[src/rtl/alu_pkg.sv]
// ---------------------------------------------------------------------------
// alu_pkg
//   Shared ALU definitions used by the decimal digit reader (dgt_seq) and the
//   digit-set op (dst): accumulator width, BCD digit count, the BCD shift
//   register type and the digit reader FSM state encoding.
//   No ports (package).
// ---------------------------------------------------------------------------
package alu_pkg;

  localparam int ACC_W      = 11;               // accumulator width, two's complement
  localparam int BCD_DIGITS = 3;                // BCD digits held in the shift register
  localparam int BCD_MAX    = 999;              // largest magnitude representable in BCD_DIGITS
  localparam int BCD_W      = 4 * BCD_DIGITS;   // BCD shift register width
  localparam int MAG_W      = ACC_W - 1;        // magnitude bits shifted in by double-dabble
  localparam int CNT_W      = $clog2(MAG_W);    // iteration counter width
  localparam int CNT_LAST   = MAG_W - 1;        // counter value on the final iteration edge

  typedef logic [BCD_W-1:0] bcd_t;

  typedef enum logic [1:0] {
    IDLE,
    CONV,
    DONE
  } dgt_state_t;

  // Full-width magnitude. The most negative value maps to 2**(ACC_W-1),
  // which only fits because the result keeps all ACC_W bits.
  function automatic logic [ACC_W-1:0] acc_abs(input logic [ACC_W-1:0] a);
    return a[ACC_W-1] ? (~a + 1'b1) : a;
  endfunction

endpackage

[src/rtl/dgt_seq_if.sv]
// ---------------------------------------------------------------------------
// dgt_seq_if
//   Request/response handshake bundle for the decimal digit reader.
//   Request side : in_valid, in_ready, acc, idx
//   Response side: out_valid, out_ready, digit, neg, err
//   Modports: slave (the digit reader), master (the sequencer driving it).
// ---------------------------------------------------------------------------
interface dgt_seq_if;
  import alu_pkg::*;

  logic             in_valid;
  logic             in_ready;
  logic [ACC_W-1:0] acc;
  logic [1:0]       idx;
  logic             out_valid;
  logic             out_ready;
  logic [3:0]       digit;
  logic             neg;
  logic             err;

  modport slave (
    input  in_valid, acc, idx, out_ready,
    output in_ready, out_valid, digit, neg, err
  );

  modport master (
    output in_valid, acc, idx, out_ready,
    input  in_ready, out_valid, digit, neg, err
  );

endinterface

[src/rtl/dgt_seq_dd_step.sv]
// ---------------------------------------------------------------------------
// dd_step
//   One combinational double-dabble iteration: every BCD nibble >= 5 gets +3,
//   then the register shifts left by one with the next magnitude bit entering
//   at the bottom.
//   Ports:
//     i_bcd  in   bcd_t  current BCD shift register
//     i_bit  in   1      next magnitude bit (MSB first)
//     o_bcd  out  bcd_t  updated BCD shift register
// ---------------------------------------------------------------------------
module dd_step
  import alu_pkg::*;
(
  input  bcd_t i_bcd,
  input  logic i_bit,
  output bcd_t o_bcd
);

  bcd_t w_adj;

  generate
    for (genvar gi = 0; gi < BCD_DIGITS; gi++) begin : g_nib
      assign w_adj[4*gi +: 4] = (i_bcd[4*gi +: 4] >= 4'd5) ? (i_bcd[4*gi +: 4] + 4'd3)
                                                           : i_bcd[4*gi +: 4];
    end
  endgenerate

  // The top bit shifted out is only non-zero for out-of-range inputs, whose
  // digit is forced to zero anyway, so it is dropped.
  assign o_bcd = {w_adj[BCD_W-2:0], i_bit};

endmodule

[src/rtl/dgt_seq.sv]
// ---------------------------------------------------------------------------
// dgt_seq
//   Multi-cycle decimal digit reader. Accepts a signed accumulator and a digit
//   index, converts |acc| to BCD with iterative double-dabble (one bit per
//   cycle) and returns the selected decimal digit plus sign and range flags.
//   Latency: accept on edge E0, out_valid after edge E(ACC_W-1).
//   Ports:
//     clk    in   1            clock, rising edge
//     rst_n  in   1            asynchronous active-low reset
//     bus    slave modport     in_valid/in_ready/acc/idx request,
//                              out_valid/out_ready/digit/neg/err response
//   Build option:
//     DGT_SIGN_EN  when defined, idx=3 returns {3'b000, neg}; otherwise 0.
// ---------------------------------------------------------------------------
module dgt_seq
  import alu_pkg::*;
(
  input  logic       clk,
  input  logic       rst_n,
  dgt_seq_if.slave   bus
);

  dgt_state_t       r_state;
  dgt_state_t       w_state_next;
  logic             w_accept;
  logic             w_last_iter;

  logic [MAG_W-1:0] r_mag;
  bcd_t             r_bcd;
  logic [CNT_W-1:0] r_cnt;
  logic [1:0]       r_idx;
  logic             r_neg;
  logic             r_err;
  logic [3:0]       r_digit;

  logic [ACC_W-1:0] w_mag_full;
  bcd_t             w_bcd_step;
  logic [3:0]       w_digit_sel;

  // ---------------- FSM ----------------
  always_ff @(posedge clk or negedge rst_n) begin
    if (!rst_n) begin
      r_state <= IDLE;
    end else begin
      r_state <= w_state_next;
    end
  end

  assign w_last_iter = (r_cnt == CNT_W'(CNT_LAST));

  always_comb begin
    w_state_next = r_state;
    w_accept     = 1'b0;
    case (r_state)
      IDLE: begin
        if (bus.in_valid) begin
          w_accept     = 1'b1;
          w_state_next = CONV;
        end
      end
      CONV: begin
        if (w_last_iter) begin
          w_state_next = DONE;
        end
      end
      DONE: begin
        if (bus.out_ready) begin
          w_state_next = IDLE;
        end
      end
      default: w_state_next = IDLE;
    endcase
  end

  // ---------------- datapath ----------------
  assign w_mag_full = acc_abs(bus.acc);

  dd_step u_dd_step (
    .i_bcd (r_bcd),
    .i_bit (r_mag[MAG_W-1]),
    .o_bcd (w_bcd_step)
  );

  // Selection is taken from the final iteration's result so that the digit
  // register is loaded on the same edge that enters DONE.
  always_comb begin
    w_digit_sel = 4'd0;
    for (int i = 0; i < BCD_DIGITS; i++) begin
      if (r_idx == 2'(i)) begin
        w_digit_sel = w_bcd_step[4*i +: 4];
      end
    end
`ifdef DGT_SIGN_EN
    if (r_idx == 2'd3) begin
      w_digit_sel = {3'b000, r_neg};
    end
`endif
    if (r_err) begin
      w_digit_sel = 4'd0;
    end
  end

  always_ff @(posedge clk or negedge rst_n) begin
    if (!rst_n) begin
      r_mag   <= '0;
      r_bcd   <= '0;
      r_cnt   <= '0;
      r_idx   <= '0;
      r_neg   <= 1'b0;
      r_err   <= 1'b0;
      r_digit <= 4'd0;
    end else if (w_accept) begin
      r_mag <= w_mag_full[MAG_W-1:0];
      r_bcd <= '0;
      r_cnt <= '0;
      r_idx <= bus.idx;
      r_neg <= bus.acc[ACC_W-1];
      r_err <= (w_mag_full > ACC_W'(BCD_MAX));
    end else if (r_state == CONV) begin
      r_bcd <= w_bcd_step;
      r_mag <= {r_mag[MAG_W-2:0], 1'b0};
      r_cnt <= r_cnt + 1'b1;
      if (w_last_iter) begin
        r_digit <= w_digit_sel;
      end
    end
  end

  // ---------------- outputs ----------------
  assign bus.in_ready  = (r_state == IDLE);
  assign bus.out_valid = (r_state == DONE);
  assign bus.digit     = r_digit;
  assign bus.neg       = r_neg;
  assign bus.err       = r_err;

endmodule

[src/flat_wrapper.sv]
// flat-port wrapper written by rule: the top's interface ports become plain ports
module dgt_seq_flat import alu_pkg::*;
  (clk, rst_n, bus_in_valid, bus_acc, bus_idx, bus_out_ready, bus_in_ready, bus_out_valid, bus_digit, bus_neg, bus_err);
  dgt_seq_if bus_i ();
  input  logic clk;
  input  logic rst_n;
  input wire logic [$bits(bus_i.in_valid)-1:0] bus_in_valid;
  input wire logic [$bits(bus_i.acc)-1:0] bus_acc;
  input wire logic [$bits(bus_i.idx)-1:0] bus_idx;
  input wire logic [$bits(bus_i.out_ready)-1:0] bus_out_ready;
  output wire logic [$bits(bus_i.in_ready)-1:0] bus_in_ready;
  output wire logic [$bits(bus_i.out_valid)-1:0] bus_out_valid;
  output wire logic [$bits(bus_i.digit)-1:0] bus_digit;
  output wire logic [$bits(bus_i.neg)-1:0] bus_neg;
  output wire logic [$bits(bus_i.err)-1:0] bus_err;
  assign bus_i.in_valid = bus_in_valid;
  assign bus_i.acc = bus_acc;
  assign bus_i.idx = bus_idx;
  assign bus_i.out_ready = bus_out_ready;
  assign bus_in_ready = bus_i.in_ready;
  assign bus_out_valid = bus_i.out_valid;
  assign bus_digit = bus_i.digit;
  assign bus_neg = bus_i.neg;
  assign bus_err = bus_i.err;
  dgt_seq u_core (.clk(clk), .rst_n(rst_n), .bus(bus_i));
endmodule
[config.mk]
export PLATFORM = sky130hd
export DESIGN_NAME = dgt_seq_flat
export DESIGN_NICKNAME = d
export VERILOG_FILES = /design/src/rtl/alu_pkg.sv /design/src/rtl/dgt_seq_if.sv /design/src/rtl/dgt_seq_dd_step.sv /design/src/rtl/dgt_seq.sv /design/src/flat_wrapper.sv
export SDC_FILE = /design/constraint.sdc
export NUM_CORES = 1
export LEC_CHECK = 0
export CORE_MARGIN = 3
export CORE_UTILIZATION = 40
export CTS_BUF_LIST = sky130_fd_sc_hd__clkbuf_2 sky130_fd_sc_hd__clkbuf_4 sky130_fd_sc_hd__clkbuf_8
export DETAILED_ROUTE_END_ITERATION = 16
export SLEW_MARGIN = 20
export SYNTH_ARGS = -nofsm -noshare
export SYNTH_HDL_FRONTEND = slang
export SYNTH_SLANG_ARGS = --single-unit
[constraint.sdc]
create_clock -name clk -period 4.4 [get_ports clk]
set_clock_uncertainty 0.15 [all_clocks]
set_input_delay 0.88 -clock clk [delete_from_list [all_inputs] [get_ports clk]]
set_output_delay 0.88 -clock clk [all_outputs]
set_load 0.01 [all_outputs]
==> insert_results.sql <==
INSERT INTO impl_metrics (metric_group, metric, value, unit) VALUES
('hold_path', 'holdPathEnd', 'u_core.bus.digit[3]$_DFFE_PN0P_', ''),
('global_routing', 'global_route.usage.total', '16.1', '%'),
('finish', 'mostFrequentLayoutCell', 'dfrtp_1', ''),
('pwr', 'report.power.total', '0.00153', 'W'),
('finish', 'fin_cells', '313', ''),
('routing', 'antenna_left', '0', ''),
('setup_path', 'worstPathRequired', '4400', 'ps'),
('clock_network', 'clkSinkCount', '36', ''),
('setup_path', 'path_class', 'in -> reg', ''),
('finish', 'num-nets-final', '271', ''),
('pwr', 'share_of_total_power_in_the_clock_network', '16.0', '%'),
('routing', 'detail_route.first_pass.iterations', '4', ''),
('floorplan', 'pin_count', '25', ''),
('floorplan', 'die_y', '76.9', 'um'),
('pwr', 'p_int', '0.000902', 'W'),
('routing', 'drt-wirelength-per-cell', '13.6', 'um'),
('clock_network', 'tritoncts', 'yes', ''),
('pwr', 'power.ir.vdd_worst', '208', 'uV'),
('clock_network', 'cts.reportedPaths.clkPinSlew', '70', 'ps'),
('sta', 'maxSlewHeadroom', '49.1', '%'),
('setup_path', 'critical-path-slowest-cell', 'or4_4', ''),
('sta', 'finalHoldViolCount', '0', ''),
('clock_network', 'clock_tree.buffer_depth', '2', ''),
('hold_path', 'hold-path-cell-count', '2', ''),
('setup_path', 'startpoint_type', 'input port', ''),
('outcome', 'outcome', 'finished clean', ''),
('setup_path', 'rr_endpoint', 'u_core.r_mag[8]$_DFFE_PN0P_', ''),
('synthesis', 'postSynthAreaPerCell', '9.03', 'sq um'),
('finish', 'filler_cell_count', '463', ''),
('floorplan', 'start_util', '42.1', '%'),
('clock_network', 'clock_tree.root_cell', 'clkbuf_8', ''),
('synthesis', 'mappedNetlistArea', '0.00201', 'sq mm'),
('hold_path', 'hp-start', 'u_core.bus.digit[3]$_DFFE_PN0P_', ''),
('sta', 'period_minus_ws_final', '2740', 'ps'),
('flow_run', 'max_capacitance_violation_total', '0', ''),
('clock_network', 'cts_inserted_buffers', '5', ''),
('pwr', 'power_switching_share', '41.0', '%'),
('clock_network', 'cts_resized', '0', ''),
('place', 'portBuffers', '24', ''),
('global_routing', 'global_route_wire_length_before_repair', '7510', 'um'),
('place', 'detailed_place_hpwl', '3030', 'um'),
('routing', 'avgViaCountPerCell', '5.14', ''),
('synthesis', 'synth-warning-count', '0', ''),
('floorplan', 'floorplan.core_area', '0.00479', 'sq mm'),
('setup_path', 'cp_data_arrival_time', '2740', 'ps'),
('place', 'place.gp.congestion', '0.832', ''),
('synthesis', 'netlist-cell-type-count', '37', ''),
('global_routing', 'first_global_vias', '1594', ''),
('clock_network', 'worst_skew_pair.late_latency', '290', 'ps'),
('finish', 'area_growth_syn_to_layout', '19.3', '%'),
('finish', 'postLayoutCoreUtil', '50.2', '%'),
('pwr', 'power.share.combinational', '44.9', '%'),
('floorplan', 'dieWidth', '76.9', 'um'),
('hold_path', 'timing.hold.worst.class', 'reg -> reg', ''),
('setup_path', 'critical-path-top-cell-by-count', 'or4_4', ''),
('place', 'place_ws', '1340', 'ps'),
('pwr', 'power.density', '636', 'mW/mm^2'),
('setup_path', 'setup_slack_reg_to_reg', '2330', 'ps'),
('routing', 'num_vias', '1610', ''),
('synthesis', 'syn-num-nets', '249', ''),
('place', 'place.detailed.instances', '305', ''),
('sta', 'finalWorstSetupSlack', '1660', 'ps'),
('finish', 'diodes', '0', ''),
('clock_network', 'cts_hold_buffers', '0', ''),
('sta', 'timing.final.crit_share', '62.3', '%'),
('clock_network', 'cts_max_level', '2', ''),
('setup_path', 'worstPathMaxFanout', '4', ''),
('synthesis', 'synth_cells', '223', ''),
('sta', 'setup-violations-final', '0', ''),
('global_routing', 'antenna_found_initial', '0', ''),
('synthesis', 'ys_ff_latch', '36', '');
-- how the worst max path moves through the flow --
stage	startpoint	end	slack, ps	depth (start not counted)
5_1_grt	bus_acc[2]	u_core.r_mag[9]$_DFFE_PN0P_	1580	6
2_1_floorplan	bus_acc[4]	u_core.bus.err$_DFFE_PN0P_	1900	5
3_3_place_gp	bus_acc[2]	u_core.r_mag[9]$_DFFE_PN0P_	1350	6
3_5_place_dp	bus_acc[4]	u_core.r_mag[9]$_DFFE_PN0P_	1340	6
6_report	bus_acc[4]	u_core.r_mag[9]$_DFFE_PN0P_	1660	6
4_1_cts	bus_acc[4]	u_core.r_mag[9]$_DFFE_PN0P_	1660	6
-- power by group through the flow --
stage	logic (W)	registers, W	clock network, W
CTS	0.000698	0.000596	0.000254
global route	0.000802	0.000620	0.000273
floorplan	0.000513	0.000572	0
global placement	0.000685	0.000599	0
finish	0.000686	0.000597	0.000245
detailed placement	0.000697	0.000600	0
-- routing by layer --
metal / routed length [um] / vias to the layer above / track usage, %
li1: - / 829 / -
met1: 1990 / 737 / 19.3
met2: 1960 / 36 / 26.4
met3: 193 / 8 / 4.58
met4: 104 / 0 / 7.79
met5: 0 / - / 0
-- layout make-up --
cell class	instances	area, sq um	area share, %
clock buffer	6	82.6	3.44
multi-input combinational	164	1020	42.7
clock inverter	2	10.0	0.417
inverter	12	45.0	1.88
tap	67	83.8	3.49
timing repair buffer	26	255	10.6
sequential	36	901	37.5
-- sequential cells by signal (all words and copies together), names as in the netlist --
name / flops
u_core.r_mag: 10
u_core.r_cnt: 4
u_core.r_bcd: 12
u_core.bus.err: 1
u_core.bus.digit: 4
u_core.r_idx: 2
u_core.r_state: 2
u_core.bus.neg: 1
-- cells by family after synthesis --
family          count (synthesis)  share of synthesized area (%)
simple gates                   75                           18.3
buf+inv                        23                           4.35
mux                             5                           2.49
compound gates                 64                           19.8
fa+ha+maj                       9                           5.59
xor+xnor                       11                           4.79
flops                          36                           44.7
-- worst max-delay path: cells and delay by family --
kind,cells,cell delay [ps]
AND/OR/NAND/NOR,2,1000
XOR/XNOR,1,180
AO/OA/AOI/OAI,2,220
buffers and inverters,1,450
-- cell usage after synthesis --
cell,number,area share [%]
dfrtp_1,36,45
nand2_1,35,6.5
o21ai_0,31,7.7
inv_1,12,2.2
clkbuf_1,9,1.7
ha_1,9,5.6
nand2b_1,8,2.5
nor2_1,8,1.5
o31ai_1,8,3.0
a21oi_1,7,1.7
a22oi_1,7,2.6
nand3_1,6,1.5
xnor2_1,6,2.6
mux2i_1,5,2.5
xor2_1,5,2.2
nor3_1,4,0.99
a221o_1,3,1.5
o41ai_1,3,1.3
nor3b_1,2,0.75
or4_4,2,1.1
a211oi_1,1,0.37
a21o_1,1,0.37
a31oi_1,1,0.31
and2_1,1,0.31
and3_1,1,0.31
and3b_1,1,0.44
buf_1,1,0.19
buf_2,1,0.25
nand3b_1,1,0.37
nand4_1,1,0.31
nand4b_1,1,0.44
nor2b_1,1,0.31
nor4_1,1,0.31
o21ai_2,1,0.44
o221ai_1,1,0.44
or2_2,1,0.31
or3_1,1,0.31
-- per-stage QoR --
step,hold slack [ps],instance area [sq um]
after global placement,313,2310
after detailed placement,315,2310
after floorplan,299,2010
after global routing,363,2400
after CTS,335,2400
final,328,2400
(Power assumes the default switching activity.)
